`config.mk`:
```
export PLATFORM = sky130hd
export DESIGN_NAME = cactus_scheduler_flat
export DESIGN_NICKNAME = d
export VERILOG_FILES = /design/src/rtl/cactus_scheduler_if.sv /design/src/rtl/cactus_scheduler.sv /design/src/flat_wrapper.sv
export SDC_FILE = /design/constraint.sdc
export NUM_CORES = 1
export LEC_CHECK = 0
export BUFFER_PORTS_ARGS = -buffer_cell sky130_fd_sc_hd__buf_2
export CORE_UTILIZATION = 55
export DETAILED_ROUTE_END_ITERATION = 10
export GPL_TIMING_DRIVEN = 0
export PLACE_DENSITY = 0.85
export SYNTH_ARGS = -nofsm -noshare
export SYNTH_HDL_FRONTEND = slang
export SYNTH_SLANG_ARGS = --single-unit
export TNS_END_PERCENT = 10
```
`constraint.sdc`:
```
create_clock -name clk -period 4.44 [get_ports clk]
set_clock_uncertainty 0.1 [all_clocks]
set_input_delay 1.11 -clock clk [delete_from_list [all_inputs] [get_ports clk]]
set_output_delay 1.11 -clock clk [all_outputs]
set_load 0.05 [all_outputs]
```
`src/rtl/cactus_scheduler_if.sv`:
```
`default_nettype none
// ============================================================================
// Module      : cactus_scheduler_if
// Description : Obstacle bus between the cactus scheduler, the game core and
//               the renderer. Carries the four slot positions, the update
//               strobe, the current scroll speed and the run status.
// Revision    : 1.0 - initial release
// ============================================================================
interface cactus_scheduler_if;
    logic        game_over;
    logic [11:0] cactuses0;
    logic [11:0] cactuses1;
    logic [11:0] cactuses2;
    logic [11:0] cactuses3;
    logic        cactus_sync;
    logic [3:0]  speed;
    logic        running;

    // Scheduler side: owns the obstacle positions
    modport master (
        input  game_over,
        output cactuses0, cactuses1, cactuses2, cactuses3,
        output cactus_sync, speed, running
    );

    // Consumer side: game core / renderer
    modport slave (
        output game_over,
        input  cactuses0, cactuses1, cactuses2, cactuses3,
        input  cactus_sync, speed, running
    );
endinterface
`default_nettype wire

```
`src/rtl/cactus_scheduler.sv`:
```
`default_nettype none
// ============================================================================
// Module      : cactus_scheduler
// Description : Spawns cactuses at pseudo-random gaps into four slots, scrolls
//               them left at a speed that ramps with play, frees them at the
//               left edge, and freezes/clears the field on game over.
// Revision    : 1.0 - initial release
// ============================================================================
module cactus_scheduler #(
    parameter int          STEP_DIV      = 250000,
    parameter int          X_SPAWN       = 1200,
    parameter int          MIN_GAP       = 350,
    parameter int          SPEED_INIT    = 2,
    parameter int          SPEED_MAX     = 8,
    parameter int          SPEEDUP_EVERY = 8,
    parameter logic [15:0] SEED          = 16'hACE1
) (
    input  logic               clk,
    input  logic               rst,
    cactus_scheduler_if.master bus
);
    localparam int               c_div_w      = $clog2(STEP_DIV);
    localparam int               c_cnt_w      = (SPEEDUP_EVERY > 1) ? $clog2(SPEEDUP_EVERY) : 1;
    localparam logic [c_div_w-1:0] c_div_last = c_div_w'(STEP_DIV - 1);
    localparam logic [c_cnt_w-1:0] c_cnt_last = c_cnt_w'(SPEEDUP_EVERY - 1);
    localparam logic [11:0]      c_x_spawn    = 12'(X_SPAWN);
    localparam logic [11:0]      c_min_gap    = 12'(MIN_GAP);
    localparam logic [11:0]      c_dist_max   = 12'hFFF;
    localparam logic [3:0]       c_speed_init = 4'(SPEED_INIT);
    localparam logic [3:0]       c_speed_max  = 4'(SPEED_MAX);
    localparam logic [15:0]      c_seed       = (SEED == 16'h0000) ? 16'hACE1 : SEED;

    typedef enum logic [1:0] {
        ST_IDLE  = 2'd0,
        ST_RUN   = 2'd1,
        ST_OVER  = 2'd2,
        ST_CLEAR = 2'd3
    } state_t;

    state_t               r_state_q,   w_state_d;
    logic [c_div_w-1:0]   r_div_q,     w_div_d;
    logic [11:0]          r_slot_q [4];
    logic [11:0]          w_slot_d [4];
    logic [11:0]          r_dist_q,    w_dist_d;
    logic [11:0]          r_gap_q,     w_gap_d;
    logic [c_cnt_w-1:0]   r_cnt_q,     w_cnt_d;
    logic [3:0]           r_speed_q,   w_speed_d;
    logic [15:0]          r_lfsr_q,    w_lfsr_d;
    logic                 r_sync_q,    w_sync_d;
    logic                 r_running_q, w_running_d;
    logic                 w_tick;
    logic                 w_spawn;
    logic [12:0]          w_dist_sum;

    // Sequencer and step datapath: state transitions, divider, move/spawn/speed-up
    always_comb begin
        w_state_d  = r_state_q;
        w_div_d    = r_div_q;
        w_slot_d   = r_slot_q;
        w_dist_d   = r_dist_q;
        w_gap_d    = r_gap_q;
        w_cnt_d    = r_cnt_q;
        w_speed_d  = r_speed_q;
        w_sync_d   = 1'b0;
        w_spawn    = 1'b0;
        w_tick     = (r_state_q == ST_RUN) && (r_div_q == c_div_last);
        w_dist_sum = {1'b0, r_dist_q} + {9'd0, r_speed_q};
        // Fibonacci taps 16,14,13,11 seen from the MSB side of a left shift
        w_lfsr_d   = {r_lfsr_q[14:0], r_lfsr_q[15] ^ r_lfsr_q[13] ^ r_lfsr_q[12] ^ r_lfsr_q[10]};

        case (r_state_q)
            ST_IDLE: begin
                if (!bus.game_over) begin
                    w_state_d = ST_RUN;
                    w_div_d   = '0;
                end
            end
            ST_RUN: begin
                if (bus.game_over) begin
                    // Game over wins over a coincident tick: no movement
                    w_state_d = ST_OVER;
                end else begin
                    w_div_d = w_tick ? '0 : r_div_q + 1'b1;
                    if (w_tick) begin
                        // Move; anything that would cross the edge is freed
                        for (int i = 0; i < 4; i++) begin
                            if (r_slot_q[i] > {8'd0, r_speed_q}) begin
                                w_slot_d[i] = r_slot_q[i] - {8'd0, r_speed_q};
                            end else begin
                                w_slot_d[i] = 12'd0;
                            end
                        end
                        w_dist_d = w_dist_sum[12] ? c_dist_max : w_dist_sum[11:0];
                        // Spawn into the lowest free slot; stays pending if none
                        if (w_dist_d >= r_gap_q) begin
                            for (int i = 0; i < 4; i++) begin
                                if (!w_spawn && (w_slot_d[i] == 12'd0)) begin
                                    w_slot_d[i] = c_x_spawn;
                                    w_spawn     = 1'b1;
                                end
                            end
                        end
                        if (w_spawn) begin
                            w_dist_d = 12'd0;
                            w_gap_d  = c_min_gap + {3'b000, r_lfsr_q[7:0], 1'b0};
                            if (r_cnt_q == c_cnt_last) begin
                                w_cnt_d   = '0;
                                w_speed_d = (r_speed_q < c_speed_max) ? r_speed_q + 4'd1 : c_speed_max;
                            end else begin
                                w_cnt_d = r_cnt_q + 1'b1;
                            end
                        end
                        for (int i = 0; i < 4; i++) begin
                            if (w_slot_d[i] != r_slot_q[i]) begin
                                w_sync_d = 1'b1;
                            end
                        end
                    end
                end
            end
            ST_OVER: begin
                if (!bus.game_over) begin
                    w_state_d = ST_CLEAR;
                end
            end
            ST_CLEAR: begin
                for (int i = 0; i < 4; i++) begin
                    w_slot_d[i] = 12'd0;
                end
                w_speed_d = c_speed_init;
                w_cnt_d   = '0;
                w_dist_d  = c_dist_max;
                w_sync_d  = 1'b1;
                w_state_d = ST_RUN;
                w_div_d   = '0;
            end
            default: begin
                w_state_d = ST_IDLE;
            end
        endcase

        w_running_d = (w_state_d == ST_RUN);
    end

    // State and datapath registers with synchronous reset
    always_ff @(posedge clk) begin
        if (rst) begin
            r_state_q   <= ST_IDLE;
            r_div_q     <= '0;
            r_slot_q    <= '{default: 12'd0};
            r_dist_q    <= c_dist_max;
            r_gap_q     <= c_min_gap;
            r_cnt_q     <= '0;
            r_speed_q   <= c_speed_init;
            r_lfsr_q    <= c_seed;
            r_sync_q    <= 1'b0;
            r_running_q <= 1'b0;
        end else begin
            r_state_q   <= w_state_d;
            r_div_q     <= w_div_d;
            r_slot_q    <= w_slot_d;
            r_dist_q    <= w_dist_d;
            r_gap_q     <= w_gap_d;
            r_cnt_q     <= w_cnt_d;
            r_speed_q   <= w_speed_d;
            r_lfsr_q    <= w_lfsr_d;
            r_sync_q    <= w_sync_d;
            r_running_q <= w_running_d;
        end
    end

    assign bus.cactuses0   = r_slot_q[0];
    assign bus.cactuses1   = r_slot_q[1];
    assign bus.cactuses2   = r_slot_q[2];
    assign bus.cactuses3   = r_slot_q[3];
    assign bus.cactus_sync = r_sync_q;
    assign bus.speed       = r_speed_q;
    assign bus.running     = r_running_q;
endmodule
`default_nettype wire
```
`src/flat_wrapper.sv`:
```
// flat-port wrapper written by rule: the top's interface ports become plain ports
module cactus_scheduler_flat 
#(
    parameter int          STEP_DIV      = 250000,
    parameter int          X_SPAWN       = 1200,
    parameter int          MIN_GAP       = 350,
    parameter int          SPEED_INIT    = 2,
    parameter int          SPEED_MAX     = 8,
    parameter int          SPEEDUP_EVERY = 8,
    parameter logic [15:0] SEED          = 16'hACE1
)
  (clk, rst, bus_game_over, bus_cactuses0, bus_cactuses1, bus_cactuses2, bus_cactuses3, bus_cactus_sync, bus_speed, bus_running);
  cactus_scheduler_if bus_i ();
  input  logic clk;
  input  logic rst;
  input wire logic [$bits(bus_i.game_over)-1:0] bus_game_over;
  output wire logic [$bits(bus_i.cactuses0)-1:0] bus_cactuses0;
  output wire logic [$bits(bus_i.cactuses1)-1:0] bus_cactuses1;
  output wire logic [$bits(bus_i.cactuses2)-1:0] bus_cactuses2;
  output wire logic [$bits(bus_i.cactuses3)-1:0] bus_cactuses3;
  output wire logic [$bits(bus_i.cactus_sync)-1:0] bus_cactus_sync;
  output wire logic [$bits(bus_i.speed)-1:0] bus_speed;
  output wire logic [$bits(bus_i.running)-1:0] bus_running;
  assign bus_i.game_over = bus_game_over;
  assign bus_cactuses0 = bus_i.cactuses0;
  assign bus_cactuses1 = bus_i.cactuses1;
  assign bus_cactuses2 = bus_i.cactuses2;
  assign bus_cactuses3 = bus_i.cactuses3;
  assign bus_cactus_sync = bus_i.cactus_sync;
  assign bus_speed = bus_i.speed;
  assign bus_running = bus_i.running;
  cactus_scheduler #(.STEP_DIV(STEP_DIV), .X_SPAWN(X_SPAWN), .MIN_GAP(MIN_GAP), .SPEED_INIT(SPEED_INIT), .SPEED_MAX(SPEED_MAX), .SPEEDUP_EVERY(SPEEDUP_EVERY), .SEED(SEED)) u_core (.clk(clk), .rst(rst), .bus(bus_i));
endmodule
```
Word level (Yosys, flattened, before mapping)
Index checks and enable logic that the tools add are counted.
{"block": "word_totals", "ff_bits": 117, "word_cells": 144, "output_inout_bits": 54}
{"block": "op_classes", "bitwise_logic": 4, "n_lt_le_gt_ge": 6, "muxes": 78, "n_eq_ne": 15, "n_addsub": 9, "reduce_logical": 19}
{"op": "$mux 12", "count": 24}
{"op": "$mux 48", "count": 6}
{"op": "$pmux 48 s2", "count": 1}
{"op": "$mux 18", "count": 3}
{"op": "$pmux 18 s3", "count": 1}
{"op": "$gt 12x4->1", "count": 4}
{"op": "$logic_not 12->1", "count": 4}
{"op": "$ne 12x12->1", "count": 4}
{"op": "$sub 12x4->12", "count": 4}
{"op": "$mux 1", "count": 26}
{"op": "$pmux 12 s2", "count": 1}
{"op": "$mux 4", "count": 5}
{"op": "$add 18x1->18 const B", "count": 1}
{"op": "$eq 18x18->1 const B", "count": 1}
{"op": "$add 12x4->13", "count": 1}
{"op": "$ge 12x12->1", "count": 1}
{"op": "$mux 3", "count": 4}
{"op": "$add 9x9->10 const A", "count": 1}
{"op": "$ne 2x2->1 const B", "count": 4}
{"op": "$pmux 2 s4", "count": 1}
{"op": "$pmux 4 s2", "count": 1}
{"op": "$reduce_and 4->1", "count": 2}
{"op": "$mux 2", "count": 3}
{"op": "$pmux 3 s2", "count": 1}
{"op": "other kinds (17)", "count": 27}

Depth between registers and ports, before layout
{"block": "logic_depth", "depth_word": 40, "depth_mapped": 17}

Least setup slack after synthesis
No wires, ideal clock.
{"block": "synth_timing", "path_kind": "reg2reg", "startpoint": "register u_core.r_speed_q[0] (netlist: u_core.bus.speed[0])", "endpoint": "register u_core.r_sync_q (netlist: u_core.bus.cactus_sync)", "stages_incl_launch_ff": 17, "period_less_slack_ns": 4.631, "path_slack_ns": -0.191, "path_buffers": 1, "arrival_ns": 4.411, "cell_sequence": "dfxtp_1 -> ha_1 -> fa_1 -> a211oi_1 -> nor2_1 -> nand2_1 -> nand2_1 -> ha_1 -> a21o_1 -> a21oi_1 -> nand3_1 -> o31a_1 -> or2_2 -> clkbuf_1 -> and3_1 -> or4_1 -> o31a_1"}
{"block": "synth_between", "elab_chain_len": 37}
{"element": "from (decl)", "line_no": "cactus_scheduler.sv:47", "source": "logic [3:0] r_speed_q, w_speed_d;"}
{"element": "from (signal assigned)", "line_no": "cactus_scheduler.sv:154", "source": "r_speed_q <= c_speed_init;"}
{"element": "from (signal assigned)", "line_no": "cactus_scheduler.sv:165", "source": "r_speed_q <= w_speed_d;"}
{"element": "$sub 12x4->12 / $gt 12x4->1 (equally long branches)", "line_no": "cactus_scheduler.sv:88, cactus_scheduler.sv:87"}
{"element": "$mux 12", "line_no": "cactus_scheduler.sv:87", "source": "if (r_slot_q[i] > {8'd0, r_speed_q}) begin"}
{"element": "$mux 12", "line_no": "cactus_scheduler.sv:84", "source": "if (w_tick) begin"}
{"element": "$mux 12", "line_no": "cactus_scheduler.sv:79", "source": "if (bus.game_over) begin"}
{"element": "$mux 12", "line_no": "cactus_scheduler.sv:71", "source": "case (r_state_q)"}
{"element": "$logic_not 12->1", "line_no": "cactus_scheduler.sv:97", "source": "if (!w_spawn && (w_slot_d[i] == 12'd0)) begin"}
{"element": "$mux 1", "line_no": "cactus_scheduler.sv:97"}
{"element": "$mux 1", "line_no": "cactus_scheduler.sv:95", "source": "if (w_dist_d >= r_gap_q) begin"}
{"element": "[21 not listed]"}
{"element": "$mux 48 *", "line_no": "cactus_scheduler.sv:84"}
{"element": "$mux 48 *", "line_no": "cactus_scheduler.sv:79"}
{"element": "$mux 48 *", "line_no": "cactus_scheduler.sv:71"}
{"element": "$ne 12x12->1", "line_no": "cactus_scheduler.sv:114", "source": "if (w_slot_d[i] != r_slot_q[i]) begin"}
{"element": "$mux 1 *", "line_no": "cactus_scheduler.sv:114"}
{"element": "$mux 1 *", "line_no": "cactus_scheduler.sv:84"}
{"element": "$mux 1 *", "line_no": "cactus_scheduler.sv:79"}
{"element": "$pmux 1 s2 *", "line_no": "cactus_scheduler.sv:71"}
{"element": "to (signal assigned)", "line_no": "cactus_scheduler.sv:167", "source": "r_sync_q <= w_sync_d;"}
{"element": "to (decl)", "line_no": "cactus_scheduler.sv:49", "source": "logic r_sync_q, w_sync_d;"}
Every way passes the cells marked *; elsewhere a longest branch is shown, timed or not. The select of a mux whose other input is x is not followed.
A chain may end at the register's enable or synchronous reset.

Worst setup path after layout
Same ends and word-level chain as after synthesis.

==> flow_summary_export.csv <==
group,metric,value,unit
timing,whs,0.312,ns
route,wirelength,21300,um
worst_setup_path,worst-path-max-fanout,10,
cts,clk_pin_slew,0.06,ns
timing,fin_crit_sh,97.3,%
place,port_buffers,55,
timing,setup_violations,0,
global_routing,antenna_found_initial,0,
timing,hold_viol,0,
yosys,synth_compound_area_share,22.6,%
yosys,synth_top_area_share,31.2,%
pwr,p_leak,3.60,nW
cts,root_buffer,"clkbuf_16",
place,gp_congestion,0.957,
yosys,synth.avg_cell_area,7.82,um2
global_routing,grt_pass1_vias,6646,
die,coreArea,12800,um2
route,via_count,7524,
yosys,syn_inst,935,
yosys,synthMuxAreaShare,1.66,%
die,die_y,117,um
timing,worst_pin_slew,1.36,ns
route,ant_nets,0,
yosys,synthSimpleGateAreaFrac,26.8,%
hold_path,hp-class,"reg -> reg",
yosys,synth-xor-area-share,6.78,%
yosys,synth.top_cells.by_area,"dfxtp_1 (31%), nor2_1 (6.4%), ha_1 (5.8%)",
route,viasPerCell,6.32,
global_routing,overflow,0,
yosys,synthAdderAreaFrac,7.19,%
global_routing,grt_pass1_wl,34200,um
die,rows,41,
cts,hold_buffers,0,
worst_setup_path,cp-start-kind,"register",
cts,clock-sinks,114,
yosys,synthesis.area,7310,um2
yosys,yosysWarnings,0,
yosys,synth-main-ff-cell,"dfxtp_1",
finish,stdcell_count,1191,
global_routing,grtUsageTotal,31.2,%
route,drc,0,
finish,area_delta_synth_final,15.5,%
timing,rsz0062_at_grt,"true",
global_routing,grt_max_degree,17,
cts,htree_levels,4,
route,drt-wirelength-per-cell,17.9,um
finish,fillers,1073,
yosys,ys_ff_latch,114,
finish,antenna_cells,0,
yosys,synth_nets,977,
yosys,async_flop_share,0,%
worst_setup_path,crit_path_end_kind,"register",
yosys,synthTopCellsByCount,"nor2_1 (125), dfxtp_1 (114), a21oi_1 (81)",
finish,layout.nets,1050,
die,io_pins,57,
cts,worst_skew_pair.late_latency,0.42,ns
route,drt-initial-drc-count,918,
status,status,"finished, final reports clean",
die,start_util,57.2,%
yosys,synth-edff-count,0,
pwr,ir_worst_vdd,444,uV
die,die_w,117,um
cts,cts_tree,"yes",
yosys,yosysSeqAreaShare,31.2,%
timing,fmax,232,MHz
cts,cts_made_buffers,17,
die,die_area,13800,um2
job,maxCapViolCount,0,
worst_setup_path,required,4.63,ns
place,dp_hpwl,15200,um
cts,clockBufferDepth,2,
route,drt-pass1-iter-count,7,
place,dp_cells,1162,
timing,maxSlewViolCount,0,
pwr,power_density,305,nW/um2
yosys,yosysUniqueCellTypes,78,
yosys,synth.most_common_cell,"nor2_1",
worst_setup_path,path_class,"reg -> reg",
timing,relSlewSlack,8.53,%
yosys,synth_top_family_by_area,"simple AND/OR/NAND/NOR gates",
worst_setup_path,cp.arrival,4.51,ns
yosys,yosys.area.top_type,"dfxtp_1",
timing,period_needed,4.32,ns
finish,drive_gt1_share,12.8,%
[logic make-up after synthesis]
family,count (synthesis)
flip-flops,114
XOR/XNOR,55
buffers and inverters,70
AND/OR/NAND/NOR,392
adder cells (fa/ha/maj),39
AO/OA/AOI/OAI,253
multiplexers,12
[layout by cell type (no fill, tap or decap), drive strengths merged, types with 14 or more instances in the layout]
| cell type | netlist | final |
|---|---|---|
| xor2 | 25 | 25 |
| nor3 | 25 | 25 |
| buf | 3 | 59 |
| inv | 29 | 29 |
| or2 | 17 | 17 |
| clkbuf | 37 | 55 |
| nor2 | 125 | 125 |
| or3 | 15 | 15 |
| nand2 | 77 | 77 |
| nand4 | 14 | 14 |
| dfxtp | 114 | 114 |
| a21oi | 82 | 82 |
| ha | 34 | 34 |
| o21ai | 56 | 56 |
| nand3 | 35 | 35 |
| xnor2 | 29 | 29 |
[final cells by class]
cell class	instances	area, um2	share of cell area [%]
Clock inverter	10	135	1.60
Clock buffer	20	457	5.41
Buffer	38	153	1.81
Multi-Input combinational cell	751	4800	56.9
Timing Repair Buffer	56	283	3.35
Tap cell	172	215	2.55
Sequential cell	114	2290	27.1
Inverter	30	113	1.33
[where the power goes]
part / leakage (nW) / switching (W) / internal [W]
Sequential: 0.925 / 0.0000103 / 0.00104
Clock: 0.280 / 0.000481 / 0.000900
Combinational: 2.39 / 0.0000938 / 0.0000511
[path summary, 6_finish.rpt]
check | cells after the start | slack [ns] | start | endpoint
max | 15 | 0.12 | u_core.bus.speed[0]$_SDFFE_PP0P_ | u_core.bus.cactus_sync$_SDFF_PP0_
min reg2reg | 1 | 0.31 | u_core.r_lfsr_q[9]$_SDFF_PP0_ | u_core.r_lfsr_q[10]$_SDFF_PP1_
max reg2reg | 15 | 0.12 | u_core.bus.speed[0]$_SDFFE_PP0P_ | u_core.bus.cactus_sync$_SDFF_PP0_
min | 1 | 0.31 | u_core.r_lfsr_q[9]$_SDFF_PP0_ | u_core.r_lfsr_q[10]$_SDFF_PP1_
[critical path: stages, from the launching register on]
cell     delay [ns]
dfxtp_4        0.40
ha_2           0.22
fa_2           0.37
a211o_1        0.32
nand3_1        0.11
xor2_1         0.15
nand2_1        0.09
ha_1           0.31
a21o_1         0.18
a21oi_2        0.16
nand3_1        0.08
o31a_1         0.29
or2_4          0.30
and3_2         0.24
or4_4          0.56
o31a_1         0.29
[flip-flops by register name, indices dropped and copies added, names as in the netlist, 2 cells and up]
| register | flops |
|---|---|
| u_core.r_div_q | 18 |
| u_core.r_state_q | 2 |
| u_core.bus.cactuses3 | 12 |
| u_core.bus.cactuses2 | 12 |
| u_core.bus.cactuses1 | 12 |
| u_core.r_cnt_q | 3 |
| u_core.bus.speed | 4 |
| u_core.r_lfsr_q | 16 |
| u_core.r_dist_q | 12 |
| u_core.bus.cactuses0 | 12 |
| u_core.r_gap_q | 9 |
[metal layers]
metal / up-vias / GRT usage (%) / part of all wire [%]
met5: - / 0 / 0
met4: 0 / 14.5 / 3.8
met3: 67 / 7.00 / 9.8
met2: 423 / 46.9 / 43
met1: 3460 / 42.1 / 43
li1: 3574 / - / -
[per-stage QoR]
step           total power, W  setup WS, ns  area [um2]  setup TNS [ns]  util, %
2_1_floorplan         0.00117       0.00574        7320               0        -
3_3_place_gp          0.00121        -0.513        7810           -4.27     61.1
3_5_place_dp          0.00121        -0.575        7810           -5.07     61.1
4_1_cts               0.00258        0.0374        8420               0     65.9
5_1_grt               0.00265       -0.0216        8440         -0.0216     66.1
6_report              0.00258         0.122        8440               0     66.1
[what timing repair did]
item | 4_1_cts | 5_1_grt
gates resized for setup | 7 | 7
pin swaps | 1 | 3
cloned | 0 | 0
hold endpoints to repair | 0 | 0
setup buffers | 1 | 0
endpoints found under the setup margin | 19 | 10
Note: power is estimated with default switching activity, not from simulation.
